==> config.mk <==
export PLATFORM = sky130hd
export DESIGN_NAME = ex_muldiv_seq
export DESIGN_NICKNAME = d
export VERILOG_FILES = /design/src/rtl/muldiv_pkg.sv /design/src/rtl/muldiv_step.sv /design/src/rtl/ex_muldiv_seq.sv
export SDC_FILE = /design/constraint.sdc
export NUM_CORES = 1
export LEC_CHECK = 0
export ABC_AREA = 1
export CELL_PAD_IN_SITES_DETAIL_PLACEMENT = 0
export CELL_PAD_IN_SITES_GLOBAL_PLACEMENT = 1
export CORE_UTILIZATION = 25
export CTS_CLUSTER_SIZE = 12
export DETAILED_ROUTE_END_ITERATION = 16
export DONT_BUFFER_PORTS = 1
export GPL_TIMING_DRIVEN = 0
export MAX_ROUTING_LAYER = met4
export PLACE_DENSITY = 0.5
export SLEW_MARGIN = 20
export SYNTH_ARGS = -nofsm -noshare
export SYNTH_HDL_FRONTEND = slang
export SYNTH_HIERARCHICAL = 1
export SYNTH_SLANG_ARGS = --single-unit
export TNS_END_PERCENT = 10
==> constraint.sdc <==
create_clock -name clk -period 17.8 [get_ports clk]
set_clock_uncertainty 0.05 [all_clocks]
set_input_delay 2.67 -clock clk [delete_from_list [all_inputs] [get_ports clk]]
set_output_delay 2.67 -clock clk [all_outputs]
set_load 0.01 [all_outputs]
==> src/rtl/muldiv_pkg.sv <==
// Shared definitions for the iterative RV32M multiply/divide sequencer:
// func3 op codes, FSM state encoding and op-decode helpers.
package muldiv_pkg;

   localparam logic [2:0] OP_MUL    = 3'd0;
   localparam logic [2:0] OP_MULH   = 3'd1;
   localparam logic [2:0] OP_MULHSU = 3'd2;
   localparam logic [2:0] OP_MULHU  = 3'd3;
   localparam logic [2:0] OP_DIV    = 3'd4;
   localparam logic [2:0] OP_DIVU   = 3'd5;
   localparam logic [2:0] OP_REM    = 3'd6;
   localparam logic [2:0] OP_REMU   = 3'd7;

   typedef enum logic [1:0] {
      ST_IDLE = 2'd0,
      ST_CALC = 2'd1,
      ST_FIX  = 2'd2,
      ST_DONE = 2'd3
   } state_t;

   // Divide/remainder ops share the upper func3 half
   function automatic logic is_div(input logic [2:0] op);
      return op[2];
   endfunction

   // Operand A is treated as two's complement
   function automatic logic op_signed_a(input logic [2:0] op);
      return (op == OP_MULH) || (op == OP_MULHSU) || (op == OP_DIV) || (op == OP_REM);
   endfunction

   // Operand B is treated as two's complement
   function automatic logic op_signed_b(input logic [2:0] op);
      return (op == OP_MULH) || (op == OP_DIV) || (op == OP_REM);
   endfunction

endpackage

==> src/rtl/muldiv_step.sv <==
// One radix-2 iteration on the shared XLEN+1 bit adder.
// Multiply: acc = {hi, multiplier}; add multiplicand to hi when LSB set, shift right.
// Divide:   acc = {rem, quot}; shift left, trial-subtract divisor, keep if no borrow.
//           The returned acc has LSB 0; the quotient bit is returned separately.
module muldiv_step #(
   parameter int unsigned XLEN = 32
) (
   input  logic                i_div,
   input  logic [2*XLEN-1:0]   i_acc,
   input  logic [XLEN-1:0]     i_opb,
   output logic [2*XLEN-1:0]   o_acc,
   output logic                o_qbit
);

   logic [XLEN:0]   w_opa;
   logic [XLEN:0]   w_addend;
   logic [XLEN+1:0] w_sum;

   // Single add/sub with an extra top bit to expose carry/borrow
   always_comb begin
      w_opa    = i_div ? i_acc[2*XLEN-1:XLEN-1] : {1'b0, i_acc[2*XLEN-1:XLEN]};
      w_addend = (i_div || i_acc[0]) ? {1'b0, i_opb} : '0;
      w_sum    = i_div ? ({1'b0, w_opa} - {1'b0, w_addend})
                       : ({1'b0, w_opa} + {1'b0, w_addend});
      o_qbit   = i_div & ~w_sum[XLEN+1];
      if (i_div) begin
         o_acc = {(o_qbit ? w_sum[XLEN-1:0] : w_opa[XLEN-1:0]), i_acc[XLEN-2:0], 1'b0};
      end else begin
         o_acc = {w_sum[XLEN:0], i_acc[XLEN-1:1]};
      end
   end

endmodule

==> src/rtl/ex_muldiv_seq.sv <==
// Iterative RV32M multiply/divide sequencer beside EX. Captures one op, runs
// XLEN radix-2 iterations, sign-fixes, then pulses done with result/rd.
// Optional feature macro: MULDIV_EARLY_OUT_EN (zero operands, divide-by-zero
// and signed overflow bypass the iteration loop; results unchanged).
module ex_muldiv_seq
   import muldiv_pkg::*;
#(
   parameter int unsigned XLEN  = 32,
   parameter int unsigned CNT_W = 6
) (
   input  logic            clk,
   input  logic            rst,
   input  logic            start,
   input  logic [2:0]      func3,
   input  logic [XLEN-1:0] rs1,
   input  logic [XLEN-1:0] rs2,
   input  logic [4:0]      rd_in,
   input  logic            flush,
   output logic            stall,
   output logic            busy,
   output logic            done,
   output logic [XLEN-1:0] result,
   output logic [4:0]      rd_out,
   output logic            reg_wr
);

   localparam int unsigned     DW       = 2 * XLEN;
   localparam logic [XLEN-1:0] XMIN     = {1'b1, {(XLEN-1){1'b0}}};
   localparam logic [CNT_W-1:0] LAST_IT = CNT_W'(XLEN - 1);

   state_t            r_state, w_next;
   logic [2:0]        r_op;
   logic [4:0]        r_rd;
   logic              r_sa, r_sb, r_dbz, r_ovf, r_zero;
   logic [XLEN-1:0]   r_rs1, r_opb;
   logic [DW-1:0]     r_acc;
   logic [CNT_W-1:0]  r_cnt;
   logic              r_busy, r_done, r_reg_wr;
   logic [XLEN-1:0]   r_result;
   logic [4:0]        r_rd_out;

   logic              w_capture, w_iter, w_fix, w_commit;
   logic              w_sa, w_sb, w_dbz, w_ovf, w_zero;
   logic [XLEN-1:0]   w_abs_a, w_abs_b;
   logic [DW-1:0]     w_step_acc;
   logic              w_step_qbit;
   logic [DW-1:0]     w_prod;
   logic [XLEN-1:0]   w_quot, w_rem, w_fix_res;

   // Operand conditioning at capture: magnitudes, signs and special cases
   always_comb begin
      w_sa    = op_signed_a(func3) & rs1[XLEN-1];
      w_sb    = op_signed_b(func3) & rs2[XLEN-1];
      w_abs_a = w_sa ? (~rs1 + XLEN'(1)) : rs1;
      w_abs_b = w_sb ? (~rs2 + XLEN'(1)) : rs2;
      w_dbz   = is_div(func3) & (rs2 == '0);
      w_ovf   = is_div(func3) & op_signed_a(func3) & (rs1 == XMIN) & (rs2 == '1);
      w_zero  = (rs1 == '0) | (rs2 == '0);
   end

   muldiv_step #(.XLEN(XLEN)) u_step (
      .i_div  (is_div(r_op)),
      .i_acc  (r_acc),
      .i_opb  (r_opb),
      .o_acc  (w_step_acc),
      .o_qbit (w_step_qbit)
   );

   // Sign correction and result-half selection for the FIX cycle
   always_comb begin
      w_quot = r_acc[XLEN-1:0];
      w_rem  = r_acc[DW-1:XLEN];
      if (r_zero) begin
         w_prod = '0;
      end else if (r_sa ^ r_sb) begin
         w_prod = ~r_acc + DW'(1);
      end else begin
         w_prod = r_acc;
      end
      case (r_op)
         OP_MUL:                       w_fix_res = w_prod[XLEN-1:0];
         OP_MULH, OP_MULHSU, OP_MULHU: w_fix_res = w_prod[DW-1:XLEN];
         OP_DIV, OP_DIVU: begin
            if (r_dbz)              w_fix_res = '1;
            else if (r_ovf)         w_fix_res = XMIN;
            else if (r_sa ^ r_sb)   w_fix_res = ~w_quot + XLEN'(1);
            else                    w_fix_res = w_quot;
         end
         default: begin
            if (r_dbz)              w_fix_res = r_rs1;
            else if (r_ovf)         w_fix_res = '0;
            else if (r_sa)          w_fix_res = ~w_rem + XLEN'(1);
            else                    w_fix_res = w_rem;
         end
      endcase
   end

   // FSM state register
   always_ff @(posedge clk or posedge rst) begin
      if (rst) begin
         r_state <= ST_IDLE;
      end else begin
         r_state <= w_next;
      end
   end

   // FSM next-state logic; flush aborts CALC/FIX but not a committed DONE
   always_comb begin
      w_next = r_state;
      case (r_state)
         ST_IDLE: begin
            if (start && !flush) begin
`ifdef MULDIV_EARLY_OUT_EN
               w_next = (w_dbz || w_ovf || w_zero) ? ST_FIX : ST_CALC;
`else
               w_next = ST_CALC;
`endif
            end
         end
         ST_CALC: begin
            if (flush)                w_next = ST_IDLE;
            else if (r_cnt == LAST_IT) w_next = ST_FIX;
         end
         ST_FIX:  w_next = flush ? ST_IDLE : ST_DONE;
         ST_DONE: w_next = ST_IDLE;
         default: w_next = ST_IDLE;
      endcase
   end

   // FSM output decode: datapath enables per state
   always_comb begin
      w_capture = 1'b0;
      w_iter    = 1'b0;
      w_fix     = 1'b0;
      w_commit  = 1'b0;
      case (r_state)
         ST_IDLE: w_capture = start & ~flush;
         ST_CALC: w_iter    = ~flush;
         ST_FIX:  w_fix     = ~flush;
         ST_DONE: w_commit  = 1'b1;
         default: ;
      endcase
   end

   // Datapath and registered outputs
   always_ff @(posedge clk or posedge rst) begin
      if (rst) begin
         r_op     <= '0;
         r_rd     <= '0;
         r_sa     <= 1'b0;
         r_sb     <= 1'b0;
         r_dbz    <= 1'b0;
         r_ovf    <= 1'b0;
         r_zero   <= 1'b0;
         r_rs1    <= '0;
         r_opb    <= '0;
         r_acc    <= '0;
         r_cnt    <= '0;
         r_busy   <= 1'b0;
         r_done   <= 1'b0;
         r_reg_wr <= 1'b0;
         r_result <= '0;
         r_rd_out <= '0;
      end else begin
         r_busy   <= (w_next != ST_IDLE);
         r_done   <= w_commit;
         r_reg_wr <= w_commit & (r_rd != '0);
         if (w_capture) begin
            r_op   <= func3;
            r_rd   <= rd_in;
            r_sa   <= w_sa;
            r_sb   <= w_sb;
            r_dbz  <= w_dbz;
            r_ovf  <= w_ovf;
            r_zero <= w_zero;
            r_rs1  <= rs1;
            r_opb  <= is_div(func3) ? w_abs_b : w_abs_a;
            r_acc  <= {{XLEN{1'b0}}, (is_div(func3) ? w_abs_a : w_abs_b)};
            r_cnt  <= '0;
         end
         if (w_iter) begin
            r_acc <= {w_step_acc[DW-1:1], w_step_acc[0] | w_step_qbit};
            r_cnt <= r_cnt + CNT_W'(1);
         end
         if (w_fix) begin
            r_acc[XLEN-1:0] <= w_fix_res;
         end
         if (w_commit) begin
            r_result <= r_acc[XLEN-1:0];
            r_rd_out <= r_rd;
         end
      end
   end

   assign stall  = r_busy | (start & (r_state == ST_IDLE) & ~flush);
   assign busy   = r_busy;
   assign done   = r_done;
   assign result = r_result;
   assign rd_out = r_rd_out;
   assign reg_wr = r_reg_wr;

endmodule

Word-level counts from Yosys, hierarchy flattened. Index checks and enable logic that the tools add are counted.

Register bits after elaboration: 189.

$add $sub $neg: 8. Equality and inequality tests: 17. Multiplexer cells: 32. Bitwise logic cells: 22. Reduce and logical (&&, ||, !) cells: 19.

Operators by type and width (count): 32-bit two-way mux (13); 64-bit two-way mux (5); 32-bit by 1-bit adder with 32-bit output (second input constant) (4); 32-bit inverter (4); 32-bit one-hot mux with 3 select lines (1); 64-bit by 1-bit adder with 64-bit output (second input constant) (1); 32-bit equality test (second input constant) (2); 32-bit logical NOT (2); 64-bit inverter (1); 33-bit by 33-bit adder with 34-bit output (1); 34-bit two-way mux (1); 33-bit by 33-bit subtractor with 34-bit output (1); 33-bit two-way mux (1); 3-bit equality test (second input constant) (4); 6-bit two-way mux (2); 1-bit bitwise AND (11); 3-bit by 2-bit equality test with 1-bit output (second input constant) (3); 2-bit two-way mux (4); 2-bit one-hot mux with 4 select lines (1); 6-bit by 1-bit adder with 6-bit output (second input constant) (1); 3-bit by 1-bit equality test with 1-bit output (second input constant) (2); 6-bit by 5-bit equality test with 1-bit output (second input constant) (1); 1-bit logical OR (6); 5-bit != test (second input constant) (1); 17 further kinds (25).

Logic depth before layout (Yosys ltp). Gate-level depths: netlist of the first run.

Word-level depth: 11. Gate-level depth with buffers: 33. Gate-level depth less buffers: 29.

Hierarchy. The synthesis of the first run kept the hierarchy.

By module, submodules not included: ex_muldiv_seq (times used 1, cells an instance 2263, area each 14117.3 um^2, seq. area each 4729.5 um^2); muldiv_step (times used 1, cells an instance 931, area each 4694.5 um^2, seq. area each 0.0 um^2).

Worst setup path before layout of the first run. No wires, ideal clock.

Kind: in2out. From: input flush. To: output stall. Arrival: 3228 ps. Required time: 15080 ps. Setup slack: 11852 ps. Stages: 4. Path buffers: 0. Cells stage by stage: nor2_1 -> nand3_2 -> inv_2 -> or2_2.

Word-level cells in the longest chain between the ends: 3.

Ends and longest elaborated chain: start: declaration (RTL line ex_muldiv_seq.sv:18) `input logic flush,`; 1-bit inverter (RTL line ex_muldiv_seq.sv:195) `assign stall = r_busy | (start & (r_state == ST_IDLE) & ~flush);`; 1-bit bitwise AND (RTL line ex_muldiv_seq.sv:195); 1-bit OR (RTL line ex_muldiv_seq.sv:195); end: declaration (RTL line ex_muldiv_seq.sv:19) `output logic stall,`.

Every way passes these cells.

Worst setup path in the final report of the first run. Ends and elaborated chain as after synthesis.

==> results of run 1 <==
-- final cells by class --
class	count	area (um2)
Fill cell	8556	53700
Inverter	339	1280
Tap cell	969	1210
Clock buffer	17	425
Timing Repair Buffer	2	55.1
Antenna cell	2	5.00
Multi-Input combinational cell	2540	12200
Sequential cell	189	4730
Clock inverter	15	210
Buffer	126	613
-- through the flow --
step | cells | cell area (um2) | power, mW
floorplan | 3194 | 18800 | 2.10
global placement | 4163 | 20000 | 3.01
detailed placement | 4165 | 20100 | 3.00
CTS | 4197 | 20700 | 3.45
global route | 4199 | 20700 | 3.73
finish | 4199 | 20700 | 3.46
-- kinds of logic (layout without fill, tap and decap cells) --
family,count (synthesis),in the layout,share of synthesized area (%)
AND/OR/NAND/NOR,1867,1867,42.4
AO/OA/AOI/OAI,547,547,15.7
buffers and inverters,465,499,10.0
flip-flops,189,189,25.1
XOR/XNOR,86,86,4.04
adder cells (fa/ha/maj),40,40,2.70
other,0,2,0
-- cells in the final DEF, fill, tap and decap left out, types with 37 or more instances in the layout --
master,count
sky130_fd_sc_hd__a21oi_1,208
sky130_fd_sc_hd__nor2_1,340
sky130_fd_sc_hd__nand4_1,37
sky130_fd_sc_hd__dfrtp_1,189
sky130_fd_sc_hd__o21ai_0,251
sky130_fd_sc_hd__ha_1,39
sky130_fd_sc_hd__xor2_1,48
sky130_fd_sc_hd__nand2_1,1015
sky130_fd_sc_hd__nand3_1,325
sky130_fd_sc_hd__xnor2_1,37
sky130_fd_sc_hd__inv_1,325
sky130_fd_sc_hd__clkbuf_1,69
sky130_fd_sc_hd__or2_2,56
-- layer usage --
| layer | GRT usage, % | part of all wire, % | wire, um |
|---|---|---|---|
| met1 | 37.6 | 45 | 48600 |
| met2 | 45.6 | 46 | 49600 |
| met3 | 3.86 | 5.6 | 6030 |
| met4 | 9.47 | 3.3 | 3580 |
| met5 | - | 0 | 0 |
-- critical path, delay by kind of cell --
kind                   cells  cell delay (ns)
buffers and inverters      1             0.40
and+or+nand+nor            3             0.63
-- how the worst max path moves through the flow --
stage                     start    endpoint  slack, ns  cells after the start
after floorplan             rst        busy       9.94                      1
after global placement      rst  result[31]       7.18                      1
after detailed placement  flush       stall      11.40                      4
after CTS                 flush       stall      11.39                      4
after global routing      flush       stall      11.29                      4
final                     flush       stall      11.37                      4
-- flip-flops by register name, indices dropped and copies added, names as in the netlist, 2 cells and up --
register and flops:
r_acc 64, r_cnt 6, r_op 3, r_opb 32, r_rd 5, r_rs1 32
r_state 2, rd_out 5, result 32
-- where the power goes --
group | internal (mW) | total [mW] | switching (mW)
clock network | 0.194 | 0.425 | 0.232
registers | 0.526 | 0.728 | 0.202
logic | 0.674 | 2.31 | 1.64
total | 1.39 | 3.46 | 2.07
==> metrics.txt, run 1 <==
I/O Buffers 0; Post-Syn Area per Cell 5.89 um2; number of design-rule violations left by the first detailed-router iteration 2140; floorplan die area 76300 um2; Critical Path AT 3.71 ns; floorplan die height 276 um; startpoint types primary input; Tot GR Track Use 28.7%; number of violations of the max-capacitance limit 0; cts-stage hold buffer count 0; outcome complete, no violations; Overflow after GRT 0; Register-to-Register Setup Slack 12.11 ns; die outline width 276 um; wire length per cell after detailed routing 25.7 um; count leader, synth sky130_fd_sc_hd__nand2_1; synthesis warning total 6; reg-to-reg critical path startpoint r_acc[0]; vias post-DR 21.7k; endpoint of the lowest-slack register-to-register path r_acc[0]; CP Data Required Time 15.08 ns; fin crit period 6.43 ns; final routed wirelength across all metal layers 108000 um; Hold Path Cell Cnt 2; insertion delay of the later-clocked pin in the worst-skew pair 0.52 ns; vias in the first global route 20.9k; Slowest cell on crit path sky130_fd_sc_hd__inv_2; #FFs+latches synth 189; Starting Density 25.3%; total CTS buffers 17; transition time of the tightest slew-check pin 1.12 ns; number of nets in the layout 3331; summed instance area of the synthesized netlist 18800 um2; total setup violations reported at the end of the flow 0; TritonCTS clock tree done; signed area change from the synthesized netlist to the final layout 10.2%; setup TNS 0 ns; proportion of layout cells with a drive suffix above 1 6.57%; crit end category primary output; number of buffers on the longest clock path 2; Via-to-Cell Ratio 5.16; capture endpoint of the worst hold path r_rs1[2]; most used flip-flop cell after synthesis sky130_fd_sc_hd__dfrtp_1; Max-slew headroom 24.5%; Tightest Hold Check Type reg2reg; share of the clock period used by the worst path 36.1%; share of the core filled with cells 27.8%; CP max stage delay 0.40 ns; largest fanout on the critical path 10; final slew viol count 0; weighted congestion reported at the end of routability-driven placement 0.957; register area share after synthesis 25.1%; H-tree lvl count 4; Critical Setup Path Class in2out; worst voltage drop across the vdd grid 0.0599 mV; number of distinct standard cells referenced by the synthesized netlist 56; count of unresolved DRC violations after routing 0; Setup Slack @ Placement 11.40 ns; final hold vios 0; post-CTS clock slew at the launch and capture registers of the worst setup and hold paths 0.10 ns; number of enable flip-flop cells after synthesis 0; worst hold margin 0.444 ns; largest cells by area after synthesis sky130_fd_sc_hd__dfrtp_1 (25%), sky130_fd_sc_hd__nand2_1 (20%), sky130_fd_sc_hd__nand3_1 (8.6%), sky130_fd_sc_hd__nor2_1 (6.8%), sky130_fd_sc_hd__o21ai_0 (6.7%); global-route wire length before repair 154000 um; buffers inserted by post-CTS timing repair 0; FMAX 0.155 GHz; top cells by instance count after synthesis sky130_fd_sc_hd__nand2_1 (1015), sky130_fd_sc_hd__nor2_1 (340), sky130_fd_sc_hd__inv_1 (326); cell accounting for the most synthesized area sky130_fd_sc_hd__dfrtp_1; Worst Hold Launch r_rs1[2]; Power Dens Cells 167 nW/um2; DP HPWL 91800 um; row count 100; root buffer cell sky130_fd_sc_hd__clkbuf_16; cells after synthesis 3194; pin count of the biggest net entering global routing 68; IO Count 117; antenna violations before repair 3; leakage power of the design 10.0 nW; synthesized netlist net count 3310; sinks on the clock net 189; first-pass iteration count of the detailed router 6; worst reg-to-reg path cell count 26; top-area cell type share of the netlist area 25.1%; area inside the core boundary 74400 um2; worst path setup slack after routing 11.37 ns; setup repair after global routing missed its margin false; post-synthesis async set-or-reset flop share 100%; cell-by-cell listing of the critical path nor2_1 > nand3_2 > inv_2 > or2_2; Post-DRT Antenna Nets 0; number of gates given a new drive strength after cts 0
(Power assumes the default switching activity.)
==> run 2, diff against run 1 <==
Settings changed: ABC_AREA 1 to 0, PLACE_DENSITY 0.5 to 0.47.
Clock period 17.8 ns to 6.4 ns, I/O delays scaled along.
==> metrics.txt, run 2 <==
count of unresolved DRC violations after routing 0; Overflow after GRT 0; cell-by-cell listing of the critical path buf_2 > or2_2 > buf_2 > nand2_1 > ha_2 > a21boi_4 > a21oi_2 > xor2_1 > ha_1 > a21oi_1 > o21ai_0 > a21o_1 > a211o_1 > o21ai_2 > a31oi_4 > o21a_2 > nor2_2 > nor2_1 > o311ai_2 > o311ai_2 > a21boi_0; transition time of the tightest slew-check pin 1.25 ns; top-area cell type share of the netlist area 27.9%; number of enable flip-flop cells after synthesis 0; weighted congestion reported at the end of routability-driven placement 0.963; share of the clock period used by the worst path 96.3%; post-synthesis async set-or-reset flop share 100%; number of violations of the max-capacitance limit 0; CP Data Required Time 6.69 ns; TritonCTS clock tree done; die outline width 262 um; number of nets in the layout 2254; Tightest Hold Check Type in2async; synthesized netlist net count 2232; number of buffers on the longest clock path 2; cells after synthesis 2116; final slew viol count 0; first-pass iteration count of the detailed router 6; total CTS buffers 17; startpoint types flop; number of design-rule violations left by the first detailed-router iteration 1731; fin crit period 6.16 ns; vias in the first global route 16.9k; worst path setup slack after routing 0.237 ns; cell accounting for the most synthesized area sky130_fd_sc_hd__dfrtp_1; I/O Buffers 0; vias post-DR 17.6k; register area share after synthesis 27.9%; setup repair after global routing missed its margin false; pin count of the biggest net entering global routing 98; final routed wirelength across all metal layers 90000 um; antenna violations before repair 2; most used flip-flop cell after synthesis sky130_fd_sc_hd__dfrtp_1; Power Dens Cells 450 nW/um2; signed area change from the synthesized netlist to the final layout 10.9%; count leader, synth sky130_fd_sc_hd__nand2_1; crit end category flop; largest cells by area after synthesis sky130_fd_sc_hd__dfrtp_1 (28%), sky130_fd_sc_hd__mux2_2 (7.0%), sky130_fd_sc_hd__nand2_1 (6.2%), sky130_fd_sc_hd__xnor2_1 (5.1%), sky130_fd_sc_hd__nor2_1 (3.7%); Tot GR Track Use 26.4%; H-tree lvl count 4; CP max stage delay 0.58 ns; most common library cell in the layout ignoring fill and taps sky130_fd_sc_hd__nand2_1; leakage power of the design 7.37 nW; proportion of layout cells with a drive suffix above 1 10.4%; insertion delay of the later-clocked pin in the worst-skew pair 0.51 ns; post-CTS clock slew at the launch and capture registers of the worst setup and hold paths 0.08 ns; floorplan die area 68900 um2; Slowest cell on crit path sky130_fd_sc_hd__dfrtp_1; Post-Syn Area per Cell 8.01 um2; largest reg by FF count r_acc; global-route wire length before repair 128000 um; root buffer cell sky130_fd_sc_hd__clkbuf_16; Starting Density 25.2%; Largest register FFs 64; area inside the core boundary 67200 um2; setup TNS 0 ns; Setup Slack @ Placement -1.07 ns; Via-to-Cell Ratio 5.83; synthesis warning total 6; Critical Path AT 6.46 ns; largest fanout on the critical path 10; #FFs+latches synth 189; row count 95; post-layout total power 8.46 mW; Post-DRT Antenna Nets 0; FMAX 0.162 GHz; Max-slew headroom 16.0%; Critical Setup Path Class reg2reg; wire length per cell after detailed routing 29.7 um; top cells by instance count after synthesis sky130_fd_sc_hd__nand2_1 (280), sky130_fd_sc_hd__dfrtp_1 (189), sky130_fd_sc_hd__nor2_1 (168); floorplan die height 262 um; number of distinct standard cells referenced by the synthesized netlist 96; final hold vios 0; worst voltage drop across the vdd grid 0.227 mV; outcome complete, no violations; IO Count 117; highest-count cells in the layout ignoring fill and taps sky130_fd_sc_hd__nand2_1 (280), sky130_fd_sc_hd__dfrtp_1 (189), sky130_fd_sc_hd__nor2_1 (167); sinks on the clock net 189; DP HPWL 72300 um; total setup violations reported at the end of the flow 0; summed instance area of the synthesized netlist 17000 um2
run 2: kinds of logic after synthesis:
group	after synthesis	synth area share, %
xor gates and xnor gates	166	8.57
AOI/OAI and AO/OA	649	26.5
buffers and inverters	190	4.54
muxes	127	8.27
and+or+nand+nor	755	21.2
DFF	189	27.9
adders and majority gates	40	3.00
run 2: metrics by stage:
stage | util [%] | instance area, um2 | hold slack [ns] | instances
global route | 28.0 | 18800 | 0.385 | 3025
CTS | 27.9 | 18800 | 0.368 | 3021
floorplan | - | 17000 | 0.396 | 2116
global placement | 26.9 | 18000 | 0.417 | 2989
finish | 28.0 | 18800 | 0.348 | 3025
detailed placement | 27.0 | 18100 | 0.415 | 2991
run 2: path summary, 6_finish.rpt:
kind	slack, ns	depth (start not counted)	end	start
setup / recovery	0.24	21	r_acc[0]	r_acc[0]
hold / removal	0.35	1	rd_out[0]	rst
setup reg to reg	0.24	21	r_acc[0]	r_acc[0]
hold reg to reg	0.44	1	r_cnt[5]	r_cnt[5]
max in group asynchronous	4.94	2	r_opb[14]	rst
min in group clk	0.44	1	r_cnt[5]	r_cnt[5]
run 2: critical path, delay by kind of cell (launching register included):
kind                       cells  cell delay [ns]
buffers and inverters          2             0.56
adders and majority gates      2             0.61
DFF                            1             0.58
AOI/OAI and AO/OA             12             3.06
and+or+nand+nor                4             0.65
xor gates and xnor gates       1             0.46
run 2: routing by layer:
layer  vias to the layer above  part of all wire, %  track usage (%)
li1                       7965                    -                -
met1                      8871                   44             33.9
met2                       675                   45             40.5
met3                       117                  5.9             4.06
met4                         0                  5.2             13.0
met5                         -                    0                -
run 2: final cells by class:
class	count	area, um2
Multi-Input combinational cell	1737	11500
Sequential cell	189	4730
Clock inverter	14	175
Fill cell	7267	48400
Inverter	29	116
Antenna cell	2	5.00
Timing Repair Buffer	4	50.0
Tap cell	873	1090
Clock buffer	17	425
Buffer	160	664
run 2: power by group:
part	leakage, nW	switching, mW	internal, mW
combinational	4.65	3.43	1.91
sequential	2.43	0.553	1.44
clock	0.294	0.577	0.556
run 2: timing repair:
item	CTS	global route
setup endpoints to repair	33	1
cloned	0	0
hold buffers	0	0
setup buffers	0	2
resized for setup	11	5
==> run 3, diff against run 2 <==
Clock period 6.4 ns to 6.65 ns, I/O delays scaled along.
==> metrics.txt, run 3 (same netlist as run 2, synthesis figures left out) <==
outcome complete, no violations; Setup Slack @ Placement -0.820 ns; row count 95; die outline width 262 um; number of design-rule violations left by the first detailed-router iteration 1565; H-tree lvl count 4; weighted congestion reported at the end of routability-driven placement 0.963; I/O Buffers 0; largest fanout on the critical path 10; number of gates given a new drive strength after cts 8; Tightest Hold Check Type in2async; total instance count after detailed placement 2991; total CTS buffers 17; Post-DRT Antenna Nets 0; vias in the first global route 16.9k; fin crit period 6.31 ns; insertion delay of the later-clocked pin in the worst-skew pair 0.51 ns; sw frac 53.9%; root buffer cell sky130_fd_sc_hd__clkbuf_16; number of violations of the max-capacitance limit 0; wire length per cell after detailed routing 29.7 um; post-CTS clock slew at the launch and capture registers of the worst setup and hold paths 0.08 ns; Starting Density 25.2%; Critical Setup Path Class reg2reg; number of nets in the layout 2253; most common library cell in the layout ignoring fill and taps sky130_fd_sc_hd__nand2_1; global-route wire length before repair 128000 um; signed area change from the synthesized netlist to the final layout 10.7%; CP Data Required Time 6.94 ns; FMAX 0.159 GHz; setup repair after global routing missed its margin false; Largest register FFs 64; transition time of the tightest slew-check pin 1.22 ns; proportion of layout cells with a drive suffix above 1 10.1%; GR met2 Demand/Resource 40.4%; vias post-DR 17.6k; IO Count 117; floorplan die height 262 um; worst hold margin 0.388 ns; final hold vios 0; leakage power of the design 7.36 nW; largest reg by FF count r_acc; GRT Max-Usage Layer met2; startpoint types flop; floorplan die area 68900 um2; worst voltage drop across the vdd grid 0.215 mV; number of buffers on the longest clock path 2; buffers inserted by post-CTS timing repair 0; area inside the core boundary 67200 um2; share of the clock period used by the worst path 94.8%; first-pass iteration count of the detailed router 6; pin count of the biggest net entering global routing 98; Overflow after GRT 0; sequential fraction of design power 23.6%; post-layout total power 8.13 mW; final slew viol count 0; non-filler instance count after layout 3024; antenna violations before repair 2; area occupied by multi-input gates 11500 um2; clock network fraction of design power 13.4%; total setup violations reported at the end of the flow 0; Tot GR Track Use 26.5%; Max-slew headroom 17.9%; global routing usage on met3 4.09%; Via-to-Cell Ratio 5.83; Power Dens Cells 433 nW/um2; TritonCTS clock tree done; relative contribution of combinational cells to total power 63.0%; cts-stage hold buffer count 0; sinks on the clock net 189; DP HPWL 72300 um; Critical Path AT 6.60 ns; final routed wirelength across all metal layers 89900 um; sequential cell area 4730 um2; count of unresolved DRC violations after routing 0; internal cell power 3.75 mW; worst path setup slack after routing 0.344 ns; total of fill cells in the finished design 7273; Register-to-Register Setup Slack 0.34 ns; global-route track usage on met1 34.0%; highest-count cells in the layout ignoring fill and taps sky130_fd_sc_hd__nand2_1 (280), sky130_fd_sc_hd__dfrtp_1 (189), sky130_fd_sc_hd__nor2_1 (167); crit end category flop; net load switching power 4.38 mW
==> run 3: cell count changes in the layout (fill, tap and decap cells not counted) <==
cell	before	now
sky130_fd_sc_hd__o311ai_2	2	1
sky130_fd_sc_hd__ha_1	38	39
sky130_fd_sc_hd__nor3_2	5	4
sky130_fd_sc_hd__clkbuf_1	109	110
sky130_fd_sc_hd__nor3_1	63	64
sky130_fd_sc_hd__o22ai_2	1	2
sky130_fd_sc_hd__o22ai_4	1	0
sky130_fd_sc_hd__ha_2	1	0
sky130_fd_sc_hd__o311ai_1	0	1
sky130_fd_sc_hd__buf_4	3	1
==> run 3: cell type report <==
type	instances	share of cell area, %
Antenna cell	2	0.0267
Buffer	161	3.56
Clock buffer	17	2.27
Clock inverter	14	0.933
Inverter	29	0.620
Multi-Input combinational cell	1737	61.4
Sequential cell	189	25.2
Tap cell	873	5.82
Timing Repair Buffer	2	0.187
==> run 3: stage by stage <==
step	instance area, um2	TNS [ns]	util, %
floorplan	17000	0	-
global placement	18000	-406.77	26.9
detailed placement	18100	-1.19	27.0
CTS	18700	0	27.9
global route	18800	0	28.0
finish	18800	0	28.0
==> run 3: worst paths after layout <==
path,startpoint,depth (start not counted),endpoint
max,r_op[2],18,r_acc[0]
min,rst,1,rd_out[0]
max reg2reg,r_op[2],18,r_acc[0]
min reg2reg,r_rs1[29],2,r_rs1[29]
max in group asynchronous,rst,2,r_opb[23]
min in group clk,r_rs1[29],2,r_rs1[29]
==> run 3: power groups by stage <==
stage | sequential (mW) | combinational (mW) | clock (mW)
6_report | 1.92 | 5.12 | 1.09
5_1_grt | 1.95 | 5.51 | 1.16
4_1_cts | 1.91 | 5.02 | 1.12
3_5_place_dp | 1.93 | 4.97 | 0
3_3_place_gp | 1.93 | 5.02 | 0
2_1_floorplan | 1.66 | 3.48 | 0
==> run 3: routing by layer <==
layer	part of all wire (%)	up-vias
met3	5.7	118
met5	0	-
met2	45	686
met1	44	8869
li1	-	7963
met4	5.2	0
==> run 3: worst max-delay path, cell delays in order, from the launching register on <==
cell and delay [ns]:
sky130_fd_sc_hd__dfrtp_1 0.59, sky130_fd_sc_hd__clkbuf_2 0.51, sky130_fd_sc_hd__clkbuf_2 0.39, sky130_fd_sc_hd__clkbuf_2 0.40
sky130_fd_sc_hd__clkbuf_1 0.52, sky130_fd_sc_hd__o22ai_1 0.30, sky130_fd_sc_hd__ha_1 0.44, sky130_fd_sc_hd__a21o_1 0.23
sky130_fd_sc_hd__a311o_1 0.36, sky130_fd_sc_hd__a21oi_2 0.23, sky130_fd_sc_hd__a21oi_2 0.13, sky130_fd_sc_hd__o21ai_2 0.25
sky130_fd_sc_hd__a31oi_4 0.17, sky130_fd_sc_hd__o21a_2 0.32, sky130_fd_sc_hd__nor2_2 0.25, sky130_fd_sc_hd__nor2_1 0.11
sky130_fd_sc_hd__o311ai_1 0.40, sky130_fd_sc_hd__o311ai_2 0.27, sky130_fd_sc_hd__a21boi_0 0.20
